`config.mk`:
```
export PLATFORM = sky130hd
export DESIGN_NAME = seg7_display_ctrl
export DESIGN_NICKNAME = d
export VERILOG_FILES = /design/src/rtl/seg7_pkg.sv /design/src/rtl/seg7_bin2bcd.sv /design/src/rtl/seg7_display_ctrl.sv
export SDC_FILE = /design/constraint.sdc
export NUM_CORES = 1
export LEC_CHECK = 0
export BUFFER_PORTS_ARGS = -buffer_cell sky130_fd_sc_hd__buf_4
export CORE_MARGIN = 2
export CORE_UTILIZATION = 44
export DETAILED_ROUTE_END_ITERATION = 10
export PLACE_DENSITY_LB_ADDON = 0.08
export SKIP_LAST_GASP = 1
export SYNTH_ARGS = -nofsm -noshare
export SYNTH_HDL_FRONTEND = slang
export SYNTH_SLANG_ARGS = --single-unit
```
`constraint.sdc`:
```
create_clock -name clk -period 8.09 [get_ports clk]
set_clock_uncertainty 0.05 [all_clocks]
set_input_delay 1.618 -clock clk [delete_from_list [all_inputs] [get_ports clk]]
set_output_delay 1.618 -clock clk [all_outputs]
set_load 0.005 [all_outputs]
```
`src/rtl/seg7_pkg.sv`:
```
// seg7_pkg
//   Shared definitions for the seven-segment display controller:
//   register addresses, MODE bit positions, glyph codes, the converter
//   state type and the glyph -> active-high segment pattern function.
package seg7_pkg;

    localparam logic [1:0] ADDR_VALUE      = 2'd0;
    localparam logic [1:0] ADDR_MODE       = 2'd1;
    localparam logic [1:0] ADDR_BLINK_MASK = 2'd2;

    localparam int unsigned MODE_DEC_BIT = 0;  // 0 = hex, 1 = decimal
    localparam int unsigned MODE_LZB_BIT = 1;  // leading-zero blanking

    // Codes 0..15 coincide with the nibble value so a digit maps by cast.
    typedef enum logic [4:0] {
        DIGIT_0 = 5'd0,  DIGIT_1 = 5'd1,  DIGIT_2 = 5'd2,  DIGIT_3 = 5'd3,
        DIGIT_4 = 5'd4,  DIGIT_5 = 5'd5,  DIGIT_6 = 5'd6,  DIGIT_7 = 5'd7,
        DIGIT_8 = 5'd8,  DIGIT_9 = 5'd9,  DIGIT_A = 5'd10, DIGIT_B = 5'd11,
        DIGIT_C = 5'd12, DIGIT_D = 5'd13, DIGIT_E = 5'd14, DIGIT_F = 5'd15,
        DASH    = 5'd16,
        BLANK   = 5'd17
    } glyph_t;

    typedef enum logic {
        CONV_IDLE,
        CONV_RUN
    } conv_state_t;

    // Active-high pattern, bit0 = segment a .. bit6 = segment g.
    function automatic logic [6:0] glyph_to_seg(input glyph_t g);
        logic [6:0] seg;
        case (g)
            DIGIT_0: seg = 7'h3F;
            DIGIT_1: seg = 7'h06;
            DIGIT_2: seg = 7'h5B;
            DIGIT_3: seg = 7'h4F;
            DIGIT_4: seg = 7'h66;
            DIGIT_5: seg = 7'h6D;
            DIGIT_6: seg = 7'h7D;
            DIGIT_7: seg = 7'h07;
            DIGIT_8: seg = 7'h7F;
            DIGIT_9: seg = 7'h6F;
            DIGIT_A: seg = 7'h77;
            DIGIT_B: seg = 7'h7C;  // lowercase b
            DIGIT_C: seg = 7'h39;
            DIGIT_D: seg = 7'h5E;  // lowercase d
            DIGIT_E: seg = 7'h79;
            DIGIT_F: seg = 7'h71;
            DASH:    seg = 7'h40;
            default: seg = 7'h00;
        endcase
        return seg;
    endfunction

endpackage

```
`src/rtl/seg7_bin2bcd.sv`:
```
// seg7_bin2bcd
//   Iterative double-dabble binary to BCD converter, one shift-add-3 step
//   per clock, DATA_W steps per conversion. A start while running discards
//   the current conversion and restarts with the new input.
// Ports:
//   clk_i    clock
//   rst_i    synchronous active-high reset (aborts any conversion)
//   start_i  load bin_i and begin converting
//   bin_i    binary input, sampled with start_i
//   busy_o   conversion in progress
//   done_o   one-cycle pulse the cycle after the final step
//   bcd_o    NUM_DIGITS packed BCD digits (valid with done_o, held after)
//   ovf_o    a 1 was shifted out of the top BCD digit
module seg7_bin2bcd
    import seg7_pkg::*;
#(
    parameter int unsigned DATA_W     = 32,
    parameter int unsigned NUM_DIGITS = 8
) (
    input  logic                    clk_i,
    input  logic                    rst_i,
    input  logic                    start_i,
    input  logic [DATA_W-1:0]       bin_i,
    output logic                    busy_o,
    output logic                    done_o,
    output logic [4*NUM_DIGITS-1:0] bcd_o,
    output logic                    ovf_o
);

    localparam int unsigned BCD_W = 4 * NUM_DIGITS;
    localparam int unsigned CNT_W = $clog2(DATA_W + 1);

    conv_state_t       state_q, state_d;
    logic [DATA_W-1:0] bin_q, bin_d;
    logic [BCD_W-1:0]  bcd_q, bcd_d, bcd_adj;
    logic [CNT_W-1:0]  cnt_q, cnt_d;
    logic              ovf_q, ovf_d;
    logic              done_q, done_d;

    // State and datapath registers
    always_ff @(posedge clk_i) begin
        if (rst_i) begin
            state_q <= CONV_IDLE;
            bin_q   <= '0;
            bcd_q   <= '0;
            cnt_q   <= '0;
            ovf_q   <= 1'b0;
            done_q  <= 1'b0;
        end else begin
            state_q <= state_d;
            bin_q   <= bin_d;
            bcd_q   <= bcd_d;
            cnt_q   <= cnt_d;
            ovf_q   <= ovf_d;
            done_q  <= done_d;
        end
    end

    // Next state
    always_comb begin
        state_d = state_q;
        case (state_q)
            CONV_IDLE: if (start_i) state_d = CONV_RUN;
            CONV_RUN: begin
                if (start_i)                    state_d = CONV_RUN;
                else if (cnt_q == CNT_W'(1))    state_d = CONV_IDLE;
            end
            default: state_d = CONV_IDLE;
        endcase
    end

    // Add 3 to every digit >= 5 before the shift
    always_comb begin
        bcd_adj = '0;
        for (int unsigned i = 0; i < NUM_DIGITS; i++) begin
            if (bcd_q[4*i +: 4] >= 4'd5) bcd_adj[4*i +: 4] = bcd_q[4*i +: 4] + 4'd3;
            else                         bcd_adj[4*i +: 4] = bcd_q[4*i +: 4];
        end
    end

    always_comb begin
        bin_d  = bin_q;
        bcd_d  = bcd_q;
        cnt_d  = cnt_q;
        ovf_d  = ovf_q;
        done_d = 1'b0;
        if (start_i) begin
            bin_d = bin_i;
            bcd_d = '0;
            cnt_d = CNT_W'(DATA_W);
            ovf_d = 1'b0;
        end else if (state_q == CONV_RUN) begin
            bin_d  = bin_q << 1;
            bcd_d  = {bcd_adj[BCD_W-2:0], bin_q[DATA_W-1]};
            ovf_d  = ovf_q | bcd_adj[BCD_W-1];
            cnt_d  = cnt_q - CNT_W'(1);
            done_d = (cnt_q == CNT_W'(1));
        end
    end

    // Outputs
    always_comb begin
        busy_o = (state_q == CONV_RUN);
        done_o = done_q;
        bcd_o  = bcd_q;
        ovf_o  = ovf_q;
    end

endmodule

```
`src/rtl/seg7_display_ctrl.sv`:
```
// seg7_display_ctrl
//   N-digit seven-segment controller driven through a small write port.
//   Shows VALUE in hex or decimal, with optional leading-zero blanking and
//   (when built with SEG7_BLINK_EN) per-digit blinking.
// Ports:
//   clk      system clock
//   reset    synchronous active-high reset
//   wr_en    register write strobe
//   wr_addr  0 = VALUE, 1 = MODE, 2 = BLINK_MASK, 3 = ignored
//   wr_data  write data
//   busy     decimal conversion in progress
//   seg_out  digit i at [7i+6:7i], bit0 = seg a .. bit6 = seg g (registered)
// Build option:
//   SEG7_BLINK_EN  enables BLINK_MASK and the blink counter
module seg7_display_ctrl
    import seg7_pkg::*;
#(
    parameter int unsigned NUM_DIGITS = 8,
    parameter int unsigned DATA_W     = 32,
    parameter int unsigned BLINK_DIV  = 25_000_000,
    parameter bit          ACTIVE_LOW = 1'b1
) (
    input  logic                    clk,
    input  logic                    reset,
    input  logic                    wr_en,
    input  logic [1:0]              wr_addr,
    input  logic [DATA_W-1:0]       wr_data,
    output logic                    busy,
    output logic [7*NUM_DIGITS-1:0] seg_out
);

    localparam int unsigned BCD_W    = 4 * NUM_DIGITS;
    localparam logic [6:0]  ZERO_SEG = ACTIVE_LOW ? ~glyph_to_seg(DIGIT_0)
                                                  : glyph_to_seg(DIGIT_0);

    if (BLINK_DIV < 2) begin : g_bad_blink_div
        $error("BLINK_DIV must be at least 2");
    end

    logic [DATA_W-1:0]       value_q, value_d;
    logic [1:0]              mode_q, mode_d;
    logic                    conv_start, conv_done, conv_ovf;
    logic [BCD_W-1:0]        conv_bcd, bcd_buf_q, hex_src;
    logic                    ovf_buf_q;
    logic [NUM_DIGITS-1:0]   mask;
    logic                    blink_dark;
    glyph_t                  glyph [NUM_DIGITS];
    logic [7*NUM_DIGITS-1:0] seg_d, seg_q;

    // Register writes; a conversion starts from the value being written so
    // busy rises the cycle right after the write.
    always_comb begin
        value_d = value_q;
        mode_d  = mode_q;
        if (wr_en && wr_addr == ADDR_VALUE) value_d = wr_data;
        if (wr_en && wr_addr == ADDR_MODE)  mode_d  = wr_data[1:0];
        conv_start = wr_en && (wr_addr == ADDR_VALUE || wr_addr == ADDR_MODE)
                     && mode_d[MODE_DEC_BIT];
    end

    seg7_bin2bcd #(
        .DATA_W     (DATA_W),
        .NUM_DIGITS (NUM_DIGITS)
    ) u_bin2bcd (
        .clk_i   (clk),
        .rst_i   (reset),
        .start_i (conv_start),
        .bin_i   (value_d),
        .busy_o  (busy),
        .done_o  (conv_done),
        .bcd_o   (conv_bcd),
        .ovf_o   (conv_ovf)
    );

    // Bits of VALUE beyond the displayable nibbles are ignored
    if (DATA_W >= BCD_W) begin : g_hex_trunc
        assign hex_src = value_q[BCD_W-1:0];
    end else begin : g_hex_ext
        assign hex_src = {{(BCD_W - DATA_W){1'b0}}, value_q};
    end

`ifdef SEG7_BLINK_EN
    localparam int unsigned CNT_W = $clog2(BLINK_DIV);

    logic [CNT_W-1:0]      blink_cnt_q, blink_cnt_d;
    logic                  phase_q, phase_d;
    logic [NUM_DIGITS-1:0] mask_q, mask_d;

    always_comb begin
        mask_d      = mask_q;
        blink_cnt_d = blink_cnt_q + CNT_W'(1);
        phase_d     = phase_q;
        if (wr_en && wr_addr == ADDR_BLINK_MASK) mask_d = wr_data[NUM_DIGITS-1:0];
        if (blink_cnt_q == CNT_W'(BLINK_DIV - 1)) begin
            blink_cnt_d = '0;
            phase_d     = ~phase_q;
        end
    end

    always_ff @(posedge clk) begin
        if (reset) begin
            mask_q      <= '0;
            blink_cnt_q <= '0;
            phase_q     <= 1'b0;
        end else begin
            mask_q      <= mask_d;
            blink_cnt_q <= blink_cnt_d;
            phase_q     <= phase_d;
        end
    end

    assign mask       = mask_q;
    assign blink_dark = phase_q;
`else
    assign mask       = '0;
    assign blink_dark = 1'b0;
`endif

    // Glyph selection, walking from the top digit down so "seen" marks
    // whether any nonzero digit sits at or above the current position.
    always_comb begin
        logic [3:0]  nib;
        logic        seen;
        int unsigned idx;
        glyph   = '{default: BLANK};
        seen    = 1'b0;
        nib     = '0;
        idx     = 0;
        for (int unsigned k = 0; k < NUM_DIGITS; k++) begin
            idx  = NUM_DIGITS - 1 - k;
            nib  = mode_q[MODE_DEC_BIT] ? bcd_buf_q[4*idx +: 4] : hex_src[4*idx +: 4];
            seen = seen | (nib != 4'd0);
            if (mode_q[MODE_DEC_BIT] && ovf_buf_q)
                glyph[idx] = DASH;
            else if (mode_q[MODE_LZB_BIT] && !seen && idx != 0)
                glyph[idx] = BLANK;
            else
                glyph[idx] = glyph_t'({1'b0, nib});
            if (blink_dark && mask[idx])
                glyph[idx] = BLANK;
        end
    end

    always_comb begin
        seg_d = '0;
        for (int unsigned i = 0; i < NUM_DIGITS; i++) begin
            seg_d[7*i +: 7] = ACTIVE_LOW ? ~glyph_to_seg(glyph[i]) : glyph_to_seg(glyph[i]);
        end
    end

    always_ff @(posedge clk) begin
        if (reset) begin
            value_q   <= '0;
            mode_q    <= '0;
            bcd_buf_q <= '0;
            ovf_buf_q <= 1'b0;
            seg_q     <= {NUM_DIGITS{ZERO_SEG}};
        end else begin
            value_q <= value_d;
            mode_q  <= mode_d;
            if (conv_done) begin
                bcd_buf_q <= conv_bcd;
                ovf_buf_q <= conv_ovf;
            end
            seg_q <= seg_d;
        end
    end

    assign seg_out = seg_q;

endmodule

```
==> flow_summary_export.csv <==
group,metric,value,unit
synth,synthCells,1187,
min_path,hold_class,"flop to flop",
route,via_per_inst,5.33,
floorplanning,dieWidth,157,um
sta,tightest_slew,1.23,ns
synth,yosys.area.top_type,"dfxtp_1",
critical_path,end_kind,"flop",
synth,synth.area.mux_share,13.0,%
floorplanning,io_pins,94,
power,power_density,177,mW/mm2
cts,path_clk_slew,0.08,ns
route,dr.pass1.iters,5,
critical_path,path_class,"flop to flop",
synth,yosys_warnings,0,
synth,async_reset_ff_share,0,%
synth,synth_area,0.0103,mm2
status,outcome,"finished clean",
route,met3RoutedLength,1.02,mm
job,max_cap_violations,0,
global_routing,grt-ovfl-total,0,
place,routabilityCongestion,0.875,
power,p_leak,0.00456,uW
route,highest_layer,"met4",
cts,cts.sink_count,196,
layout,antenna_cells,0,
synth,synth_flop_cell,"dfxtp_1",
critical_path,path_cells,"buf_4, clkinv_1, nand3_1, a221oi_2, o21ai_0, inv_1, ha_1, mux4_2, nor3_1, nor2_1",
synth,synth_adder_area_share,7.86,%
power,finalPower,2100,uW
synth,syn_nets,1289,
cts,clock-root-buffer,"clkbuf_16",
global_routing,grt_max_degree,88,
layout,drive_gt1_share,14.7,%
sta,rsz0062_at_grt,"false",
synth,syn_avg_cell_area,8.72,um2
cts,cts_buffers,17,
floorplanning,die-area,0.0248,mm2
synth,synthSimpleGateAreaFrac,17.8,%
global_routing,antenna_found_initial,0,
route,vias,8408,
sta,slew_violations,0,
sta,max_freq,270,MHz
sta,fin_crit,3.70,ns
cts,postCtsHoldBufs,0,
synth,ys_top_cells_by_area,"dfxtp_1 38%, mux2i_1 11%, ha_1 7.9%, a21oi_1 5.6%, nand2_1 4.4%",
critical_path,path_max_fanout,55,
min_path,min_delay_path_depth,2,
cts,cts_resized,0,
synth,synth_edf_count,0,
synth,synth_top_cell_area_share,37.9,%
sta,finalHoldViolCount,0,
sta,setup_tns,0,ns
cts,clkLatencyLatePin,0.44,ns
cts,htree_levels,4,
critical_path,arrival,3.94,ns
synth,synth_xor_xnor_area_share,1.86,%
critical_path,crit_path_max_incr_delay,0.58,ns
synth,synth_top_family_by_area,"simple AND/OR/NAND/NOR gates",
floorplanning,core_area,0.0233,mm2
critical_path,start_kind,"flop",
floorplanning,rows,56,
critical_path,reg2regPathDepth,10,
route,drc,0,
synth,synth-seq-cells,196,
cts,post_cts_buffers,0,
route,met2WireLength,11.4,mm
layout,fin_nets,1348,
sta,setup_viol,0,
floorplanning,die_y,157,um
global_routing,first_global_vias,7657,
global_routing,grt_pass1_wl,41.4,mm
sta,timing.slew.headroom,18.1,%
critical_path,worstPathRequired,8.33,ns
synth,synth_compound_area_share,17.4,%
floorplanning,initial_core_util,44.5,%
route,routed_wl,25.7,mm
layout,fill_cells,2282,
cts,cts_tree,"done",
layout,fin_util,51.0,%
synth,synth-seq-area-share,37.9,%
route,antenna_left,0,
route,avgRoutedWirePerCell,16.3,um
place,dp_hpwl,18.4,mm
layout,syn_to_final_growth,14.8,%
cts,clk_path_buf_depth,2,
power,irDropWorstVdd,0.133,mV
place,io_buffer_count,93,
route,first_iter_violations,487,
global_routing,grt_usage,21.0,%
sta,fin_crit_sh,45.7,%
synth,yosysUniqueCellTypes,67,
critical_path,cpMaxStageDelayCell,"buf_4",
route,drt-met1-wl,13.0,mm
## where the power goes
part	internal, uW	total [uW]	switching (uW)	leakage, uW
clock	441	865	424	0.000294
sequential	994	1010	19.4	0.00159
combinational	98.8	222	123	0.00268
total	1530	2100	566	0.00456
## registers in the layout, summed over array words and instances (netlist names)
name / cells
bcd_buf_q: 32
hex_src: 32
mode_q: 2
ovf_buf_q: 1
seg_out: 56
u_bin2bcd.bcd_o: 32
u_bin2bcd.bin_q: 32
u_bin2bcd.busy_o: 1
u_bin2bcd.cnt_q: 6
u_bin2bcd.done_o: 1
u_bin2bcd.ovf_o: 1
## synthesized netlist by cell type, drive strengths merged, types with 6 or more instances
master  instances
inv            40
mux2i         110
a31oi          16
nor3           16
nand3          42
a211oi         25
nor2          114
nor2b          14
o21ai          49
xnor2          20
nand4           6
mux2           17
buf            23
nand2b         31
a311oi          9
a21oi         115
nand2         122
clkbuf         43
a221oi          8
dfxtp         196
o211ai         15
nor4           12
a21o           14
ha             65
## per-stage QoR
stage | instance area (um2) | hold WS [ns] | std cells | setup WS, ns
after floorplan | 10300 | 0.387 | 1187 | 5.08
after global placement | 11300 | 0.413 | 1546 | 4.19
after detailed placement | 11300 | 0.421 | 1546 | 4.19
after CTS | 11900 | 0.435 | 1578 | 4.39
after global routing | 11900 | 0.455 | 1578 | 4.03
final | 11900 | 0.440 | 1578 | 4.39
## per-layer routing
| layer | vias to the layer above | GRT usage, % |
|---|---|---|
| li1 | 4320 | - |
| met1 | 3879 | 30.5 |
| met5 | - | 0 |
| met3 | 20 | 2.97 |
| met4 | 0 | 5.80 |
| met2 | 189 | 32.6 |
## cell usage in the layout, fill, tap and decap left out, types with 3 or more instances in the layout
master	count
nand3_1	41
and2_1	4
and3_1	3
nand2_1	122
a41oi_1	4
o221ai_1	3
or3_1	5
nor4_2	5
clkinv_4	6
a221oi_1	5
o211ai_1	15
a311oi_1	9
mux2i_1	109
inv_1	40
a31oi_1	16
nor3_1	16
inv_8	5
a21oi_1	115
or2_2	4
mux2_2	17
a211oi_1	25
nor4_4	3
nor2b_1	14
a22oi_1	3
o2bb2ai_1	4
nor4_1	4
nand2b_1	31
clkbuf_16	17
nor2_1	113
o21ai_0	49
nand4_1	5
dfxtp_1	193
ha_1	65
a21o_1	14
buf_4	106
o22ai_1	3
xnor2_1	20
## kinds of logic after synthesis
family | count (synthesis)
XOR/XNOR | 22
adder cells (fa/ha/maj) | 65
flip-flops | 196
multiplexers | 129
AO/OA/AOI/OAI | 286
AND/OR/NAND/NOR | 382
buffers and inverters | 107
## cell type report
class                   count  area, um2  share of cell area (%)
clock buffers              17        425                    3.58
repair buffers            106        796                    6.70
well taps                 319        399                    3.36
flip-flops and latches    196       3930                    33.1
clock inverters            15        169                    1.42
inverters                  41        154                    1.30
multi-input cells         884       6000                    50.5
## worst paths after layout
check                        start                      to  slack, ns
max           mode_q[0]$_SDFF_PP0_  seg_out[31]$_SDFF_PP0_       4.39
min          hex_src[5]$_SDFF_PP0_   hex_src[5]$_SDFF_PP0_       0.44
max reg2reg   mode_q[0]$_SDFF_PP0_  seg_out[31]$_SDFF_PP0_       4.39
min reg2reg  hex_src[5]$_SDFF_PP0_   hex_src[5]$_SDFF_PP0_       0.44
## critical path: cells and delay by family (launching register included)
family	cells	cell delay (ns)
adder cells (fa/ha/maj)	1	0.29
flip-flops	1	0.40
AO/OA/AOI/OAI	2	0.65
buffers and inverters	3	1.20
AND/OR/NAND/NOR	3	0.46
multiplexers	1	0.47
(Power assumes the default switching activity.)
